===== src/rtl/riscv_pkg.sv =====
// Shared types for the riscv boot path: data width, default instruction
// memory depth, loader state encoding and the header range check.
package riscv_pkg;

   localparam int XLEN           = 32;
   localparam int IMEM_DEPTH_DEF = 32;

   typedef enum logic [2:0] {
      LD_IDLE = 3'd0,
      LD_HDR  = 3'd1,
      LD_DATA = 3'd2,
      LD_CSUM = 3'd3,
      LD_DONE = 3'd4,
      LD_ERR  = 3'd5
   } ld_state_e;

   // A header is a word count; zero or more than the memory holds is rejected.
   function automatic logic hdr_ok(input logic [7:0] n, input int depth);
      return (n != 8'd0) && (32'(n) <= depth);
   endfunction

endpackage


===== src/rtl/imem_stream_loader_packer.sv =====
// Packs accepted bytes little-endian into a 32-bit word; word_valid_o pulses
// the cycle after the 4th byte, while word_o still holds the assembled word.
module imem_stream_loader_packer
   import riscv_pkg::*;
(
   input  logic            clk_i,
   input  logic            rst_i,
   input  logic            clr_i,
   input  logic            byte_vld_i,
   input  logic [7:0]      byte_i,
   output logic            last_byte_o,
   output logic            word_valid_o,
   output logic [XLEN-1:0] word_o
);

   logic [1:0]      cnt_q, cnt_d;
   logic [XLEN-1:0] word_q, word_d;
   logic            wv_q, wv_d;

   assign last_byte_o  = (cnt_q == 2'd3);
   assign word_valid_o = wv_q;
   assign word_o       = word_q;

   // Bytes enter at the top, so byte 0 settles in [7:0] after four shifts.
   always_comb begin
      cnt_d  = cnt_q;
      word_d = word_q;
      wv_d   = 1'b0;
      if (clr_i) begin
         cnt_d  = '0;
         word_d = '0;
      end else if (byte_vld_i) begin
         cnt_d  = cnt_q + 2'd1;
         word_d = {byte_i, word_q[XLEN-1:8]};
         wv_d   = last_byte_o;
      end
   end

   always_ff @(posedge clk_i) begin
      if (rst_i) begin
         cnt_q  <= '0;
         word_q <= '0;
         wv_q   <= 1'b0;
      end else begin
         cnt_q  <= cnt_d;
         word_q <= word_d;
         wv_q   <= wv_d;
      end
   end

endmodule


===== src/rtl/imem_stream_loader.sv =====
// Boot loader: header byte N, then 4N image bytes written to instruction memory;
// holds core_rst_o until the image is complete. Define CHECKSUM_EN for a sum trailer.
module imem_stream_loader
   import riscv_pkg::*;
#(
   parameter int IMEM_DEPTH = IMEM_DEPTH_DEF,
   parameter int ADDR_W     = $clog2(IMEM_DEPTH)
) (
   input  logic              clk_i,
   input  logic              rst_i,
   input  logic              start_i,
   input  logic              in_valid_i,
   input  logic [7:0]        in_data_i,
   output logic              in_ready_o,
   output logic              mem_we_o,
   output logic [ADDR_W-1:0] mem_addr_o,
   output logic [XLEN-1:0]   mem_wdata_o,
   output logic              core_rst_o,
   output logic              busy_o,
   output logic              done_o,
   output logic              err_o
);

   localparam int CNT_W = ADDR_W + 1;

   ld_state_e         state_q, state_d;
   logic [CNT_W-1:0]  n_q, n_d, wcnt_q, wcnt_d;
   logic [ADDR_W-1:0] addr_q, addr_d;
   logic              accept, restart, all_in;
   logic              last_byte, word_valid;
   logic [XLEN-1:0]   word;

   // all_in: the final byte of the image has been taken, so stop accepting
   // even though the last write is still one cycle away.
   assign all_in     = (wcnt_q == n_q);
   assign in_ready_o = (state_q == LD_HDR) || (state_q == LD_CSUM) ||
                       ((state_q == LD_DATA) && !all_in);
   assign accept     = in_valid_i && in_ready_o;

   imem_stream_loader_packer u_packer (
      .clk_i        (clk_i),
      .rst_i        (rst_i),
      .clr_i        (restart),
      .byte_vld_i   (accept && (state_q == LD_DATA)),
      .byte_i       (in_data_i),
      .last_byte_o  (last_byte),
      .word_valid_o (word_valid),
      .word_o       (word)
   );

`ifdef CHECKSUM_EN
   logic [7:0] sum_q, sum_d;
`endif

   always_comb begin
      state_d = state_q;
      n_d     = n_q;
      wcnt_d  = wcnt_q;
      addr_d  = addr_q;
      restart = 1'b0;
`ifdef CHECKSUM_EN
      sum_d   = sum_q;
`endif
      case (state_q)
         LD_IDLE, LD_DONE, LD_ERR: begin
            if (start_i) begin
               state_d = LD_HDR;
               wcnt_d  = '0;
               addr_d  = '0;
               restart = 1'b1;
`ifdef CHECKSUM_EN
               sum_d   = '0;
`endif
            end
         end
         LD_HDR: begin
            if (accept) begin
               if (hdr_ok(in_data_i, IMEM_DEPTH)) begin
                  state_d = LD_DATA;
                  n_d     = in_data_i[CNT_W-1:0];
               end else begin
                  state_d = LD_ERR;
               end
            end
         end
         LD_DATA: begin
            if (accept) begin
               if (last_byte) wcnt_d = wcnt_q + CNT_W'(1);
`ifdef CHECKSUM_EN
               sum_d = sum_q + in_data_i;
`endif
            end
            if (word_valid) begin
               if (all_in) begin
`ifdef CHECKSUM_EN
                  state_d = LD_CSUM;
`else
                  state_d = LD_DONE;
`endif
               end else begin
                  addr_d = addr_q + ADDR_W'(1);
               end
            end
         end
`ifdef CHECKSUM_EN
         LD_CSUM: begin
            if (accept) state_d = (in_data_i == sum_q) ? LD_DONE : LD_ERR;
         end
`endif
         default: state_d = LD_IDLE;
      endcase
   end

   always_ff @(posedge clk_i) begin
      if (rst_i) begin
         state_q <= LD_IDLE;
         n_q     <= '0;
         wcnt_q  <= '0;
         addr_q  <= '0;
`ifdef CHECKSUM_EN
         sum_q   <= '0;
`endif
      end else begin
         state_q <= state_d;
         n_q     <= n_d;
         wcnt_q  <= wcnt_d;
         addr_q  <= addr_d;
`ifdef CHECKSUM_EN
         sum_q   <= sum_d;
`endif
      end
   end

   assign mem_we_o    = word_valid;
   assign mem_addr_o  = addr_q;
   assign mem_wdata_o = word;
   assign core_rst_o  = (state_q != LD_DONE);
   assign busy_o      = (state_q == LD_HDR) || (state_q == LD_DATA) || (state_q == LD_CSUM);
   assign done_o      = (state_q == LD_DONE);
   assign err_o       = (state_q == LD_ERR);

endmodule


===== config.mk =====
export PLATFORM = sky130hd
export DESIGN_NAME = imem_stream_loader
export DESIGN_NICKNAME = d
export VERILOG_FILES = /design/src/rtl/riscv_pkg.sv /design/src/rtl/imem_stream_loader_packer.sv /design/src/rtl/imem_stream_loader.sv
export SDC_FILE = /design/constraint.sdc
export NUM_CORES = 1
export LEC_CHECK = 0
export ABC_AREA = 1
export CAP_MARGIN = 20
export CELL_PAD_IN_SITES_DETAIL_PLACEMENT = 1
export CELL_PAD_IN_SITES_GLOBAL_PLACEMENT = 2
export CORE_ASPECT_RATIO = 0.7
export CORE_MARGIN = 2
export CORE_UTILIZATION = 27
export DETAILED_ROUTE_END_ITERATION = 10
export GPL_ROUTABILITY_DRIVEN = 1
export GPL_TIMING_DRIVEN = 0
export HOLD_SLACK_MARGIN = 0.15
export PLACE_DENSITY_LB_ADDON = 0.1
export RECOVER_POWER = 25
export SYNTH_ARGS = -nofsm -noshare
export SYNTH_HDL_FRONTEND = slang
export SYNTH_HIERARCHICAL = 1
export SYNTH_SLANG_ARGS = --single-unit

===== constraint.sdc =====
create_clock -name clk_i -period 1.7 [get_ports clk_i]
set_input_delay 0.255 -clock clk_i [delete_from_list [all_inputs] [get_ports clk_i]]
set_output_delay 0.255 -clock clk_i [all_outputs]
set_load 0.05 [all_outputs]

==> metrics.md <==
| Metric | Value |
|---|---|
| Run status | `complete, no violations` |
| Final critical-path share of the clock period | `0.949` |
| Worst-case clock buffer depth | `2` |
| CP Buf/Inv Count | `1` |
| Overall routing resource usage | `0.150` |
| Skew final | `approximately 0.0042 ns` |
| Proportion of layout cells with a drive suffix above 1 | `0.191` |
| Count of nets after finishing | `492` |
| Final Max Slew Viols | `0` |
| Number of global-route vias before repair | `2506` |
| Pwr dens | `roughly 1100 nW/um^2` |
| DP Cell Count | `584` |
| Maximum cell stage delay along the critical path | `0.49 ns` |
| Peak supply drop | `approximately 0.37 mV` |
| Total CTS buffers | `5` |
| Antenna violations before repair | `0` |
| Effective utilization at floorplan | `0.277` |
| Library cell occupying the most area in the post-synthesis netlist | `sky130_fd_sc_hd__dfxtp_1` |
| Setup crit end kind | `output pin` |
| Total via count after detailed routing | `2575` |
| Die X-Extent | `between 100 and 150 um` |
| Post-Synthesis Cells | `roughly 400` |
| Detailed Routing Iterations Pass 1 | `4` |
| Total cell area at the placement stage | `roughly 3400 um^2` |
| Boundary pin count | `55` |
| Maximum net fanout on the critical path | `7` |
| Final hold violation count | `0` |
| Leakage power | `1.69 nW` |
| Maximum number of pins on one net before global-route repair | `20` |
| CP Cell Sequence | `nor2_1, nand2_1, clkdlybuf4s15_1` |
| Worst-case headroom to the max-slew limit | `0.592` |
| Count of inserted antenna diode cells | `0` |
| Post-route DRC | `0` |
| Placed wire-length estimate | `~5600 um` |
| Yosys warnings | `6` |
| Sequential area share after synthesis | `0.412` |
| Post-route non-filler standard cell count | `a little over 600` |
| Global placer's final weighted congestion | `roughly 0.76` |
| Count of input and output buffers | `54` |
| Total standard cell area after synthesis | `between 2000 and 3000 um^2` |
| Startpoint Class | `flop` |
| TritonCTS clock tree | `built` |
| Worst EP arrival | `1.36 ns` |
| Actual transition at the worst max-transition pin | `roughly 0.61 ns` |
| Post-synthesis average cell area | `6.65 um^2` |
| Initial detailed-routing violation count | `slightly above 90` |
| Site row count | `30` |
| Smallest setup slack after layout | `0.0867 ns` |
| Most frequent standard cell in the layout excluding fill and tap cells | `sky130_fd_sc_hd__nand2_1` |
| Avg Vias per Cell | `4.26` |
| Layout Utilization | `0.389` |
| Critical path type | `reg2out` |
| Slowest CP cell | `sky130_fd_sc_hd__clkdlybuf4s15_1` |
| Post-synthesis async set-or-reset flop share | `0` |
| Kind of cell adding the most delay to the critical path | `buffers and inverters` |
| Clock transition time at the flip-flop clock pins of the worst setup and hold paths | `0.07 ns` |
| Final instance area | `between 3000 and 4000 um^2` |
| Clock tree root driver cell | `sky130_fd_sc_hd__clkbuf_16` |
| Number of H-tree branching levels | `2` |
| Achievable Freq | `roughly 620 MHz` |
| Commonest cells after routing, fill and taps aside | `sky130_fd_sc_hd__nand2_1 (111), sky130_fd_sc_hd__nor2_1 (79), sky130_fd_sc_hd__inv_1 (48)` |
| Area of the die | `10700 um^2` |
| Clock network latency to the later pin of the worst-skew pair | `approximately 0.29 ns` |
| Routed Antenna Nets | `0` |
| Most common flop cell mapped by yosys | `sky130_fd_sc_hd__dfxtp_1` |
| Worst-case setup slack after placement | `-0.395 ns` |
| Wire length of the first global-routing pass | `roughly 12000 um` |
| Total wire length | `~7700 um` |
| Post-synthesis cell type count | `30` |
| Final setup vio count | `0` |
| CP Data Required Time | `about 1.4 ns` |
| GR Overflow Total | `0` |
| Placeable core region | `a little under 10000 um^2` |
| Wire length per cell after detailed routing | `around 13 um` |
| Total chip power | `around 0.0042 W` |
| Min cycle time layout | `around 1.6 ns` |
| RSZ-0062 raised after global routing | `yes` |
| Leading post-synthesis cells by cell area | `sky130_fd_sc_hd__dfxtp_1 (41%), sky130_fd_sc_hd__nand2_1 (16%), sky130_fd_sc_hd__nor2_1 (12%)` |
| Number of nets in the synthesized netlist | `~420` |
| Worst hold-check path type | `in2reg` |
| Top cell type's share of synthesized area | `0.412` |
| Post-synth EDFFs | `0` |
| Count of max-cap constraint violations | `0` |
| Flip-flop and latch count after synthesis | `55` |
| Die Ht | `roughly 87 um` |
| Number of sinks driven by the clock tree | `55` |
| Post-synthesis to final-layout area growth | `40.2%` |
-- worst reg2reg max path, cell delays in order, from the launching register on --
cell and delay, ns:
sky130_fd_sc_hd__dfxtp_2 0.35, sky130_fd_sc_hd__inv_2 0.04, sky130_fd_sc_hd__nand2_1 0.06, sky130_fd_sc_hd__nand2_1 0.06, sky130_fd_sc_hd__nor2_2 0.14, sky130_fd_sc_hd__nand3_2 0.10, sky130_fd_sc_hd__nand2_4 0.08, sky130_fd_sc_hd__nand2_4 0.06
sky130_fd_sc_hd__nand2_4 0.08, sky130_fd_sc_hd__nor2_4 0.05, sky130_fd_sc_hd__buf_8 0.15, sky130_fd_sc_hd__clkbuf_16 0.17, sky130_fd_sc_hd__nor2_1 0.11, sky130_fd_sc_hd__nor2_1 0.05
-- logic make-up after synthesis --
group                      count (synthesis)  share of synthesized area
xor gates and xnor gates                   5                     0.0164
and+or+nand+nor                          234                      0.366
adders and majority gates                  3                     0.0140
AOI/OAI and AO/OA                         33                     0.0679
buffers and inverters                     72                      0.124
DFF                                       55                      0.412
-- synthesized netlist by cell type, types with 2 or more instances --
master                       n
sky130_fd_sc_hd__a21oi_1    18
sky130_fd_sc_hd__a21oi_2     3
sky130_fd_sc_hd__buf_2       5
sky130_fd_sc_hd__buf_6       6
sky130_fd_sc_hd__clkbuf_1    2
sky130_fd_sc_hd__dfxtp_1    55
sky130_fd_sc_hd__ha_1        3
sky130_fd_sc_hd__inv_1      54
sky130_fd_sc_hd__inv_2       3
sky130_fd_sc_hd__nand2_1   113
sky130_fd_sc_hd__nand2_4     4
sky130_fd_sc_hd__nand3_1    15
sky130_fd_sc_hd__nor2_1     88
sky130_fd_sc_hd__nor2_2      4
sky130_fd_sc_hd__nor3_1      3
sky130_fd_sc_hd__o21ai_0     9
sky130_fd_sc_hd__xor2_1      4
-- per-layer routing --
layer / GRT usage / vias to the layer above / part of all wire / wire (um)
met2: 0.217 / 39 / 0.42 / 3240
met3: 0.0321 / 2 / 0.034 / 264
met5: 0 / - / 0 / 0
li1: - / 1356 / - / -
met4: 0.0376 / 0 / 0.0051 / 39
met1: 0.223 / 1178 / 0.54 / 4180
-- worst paths after layout --
kind,from,to,slack (ns),depth (start not counted)
max reg2reg,wcnt_q[3],u_packer/word_o[18],0.11,13
min,in_data_i[3],u_packer/word_o[27],0.34,5
min reg2reg,n_q[2],n_q[2],0.45,2
max,state_q[1],core_rst_o,0.09,3
-- power breakdown --
group	switching (W)	internal [W]	total, W
Combinational	0.00110	0.000563	0.00167
Clock	0.000475	0.000578	0.00105
Sequential	0.0000865	0.00138	0.00146
-- state kept, by name, indices dropped and copies added, names as in the netlist --
name,flops
mem_addr_o,5
n_q,6
state_q,3
u_packer/cnt_q,2
u_packer/word_o,32
u_packer/word_valid_o,1
wcnt_q,6
-- layout make-up --
cell class | count | area, um^2
buffer | 13 | 165
multi-input combinational | 275 | 1300
fill | 1199 | 5900
inverter | 58 | 230
tap | 128 | 160
clock buffer | 6 | 139
clock inverter | 1 | 5.00
timing repair buffer | 69 | 621
sequential | 55 | 1120
-- what timing repair did --
action,in CTS,in global routing
gates cloned,0,3
setup buffers,3,9
endpoints found under the setup margin,88,62
hold buffers,0,0
pin swaps,3,10
gates resized for setup,55,68
-- per-stage QoR --
stage          hold slack, ns  setup TNS, ns
2_1_floorplan           0.331              0
3_3_place_gp            0.457          -9.62
3_5_place_dp            0.468         -10.14
4_1_cts                 0.479              0
5_1_grt                 0.369         -0.186
6_report                0.338              0
No activity file was read; power rests on OpenSTA's default activity.
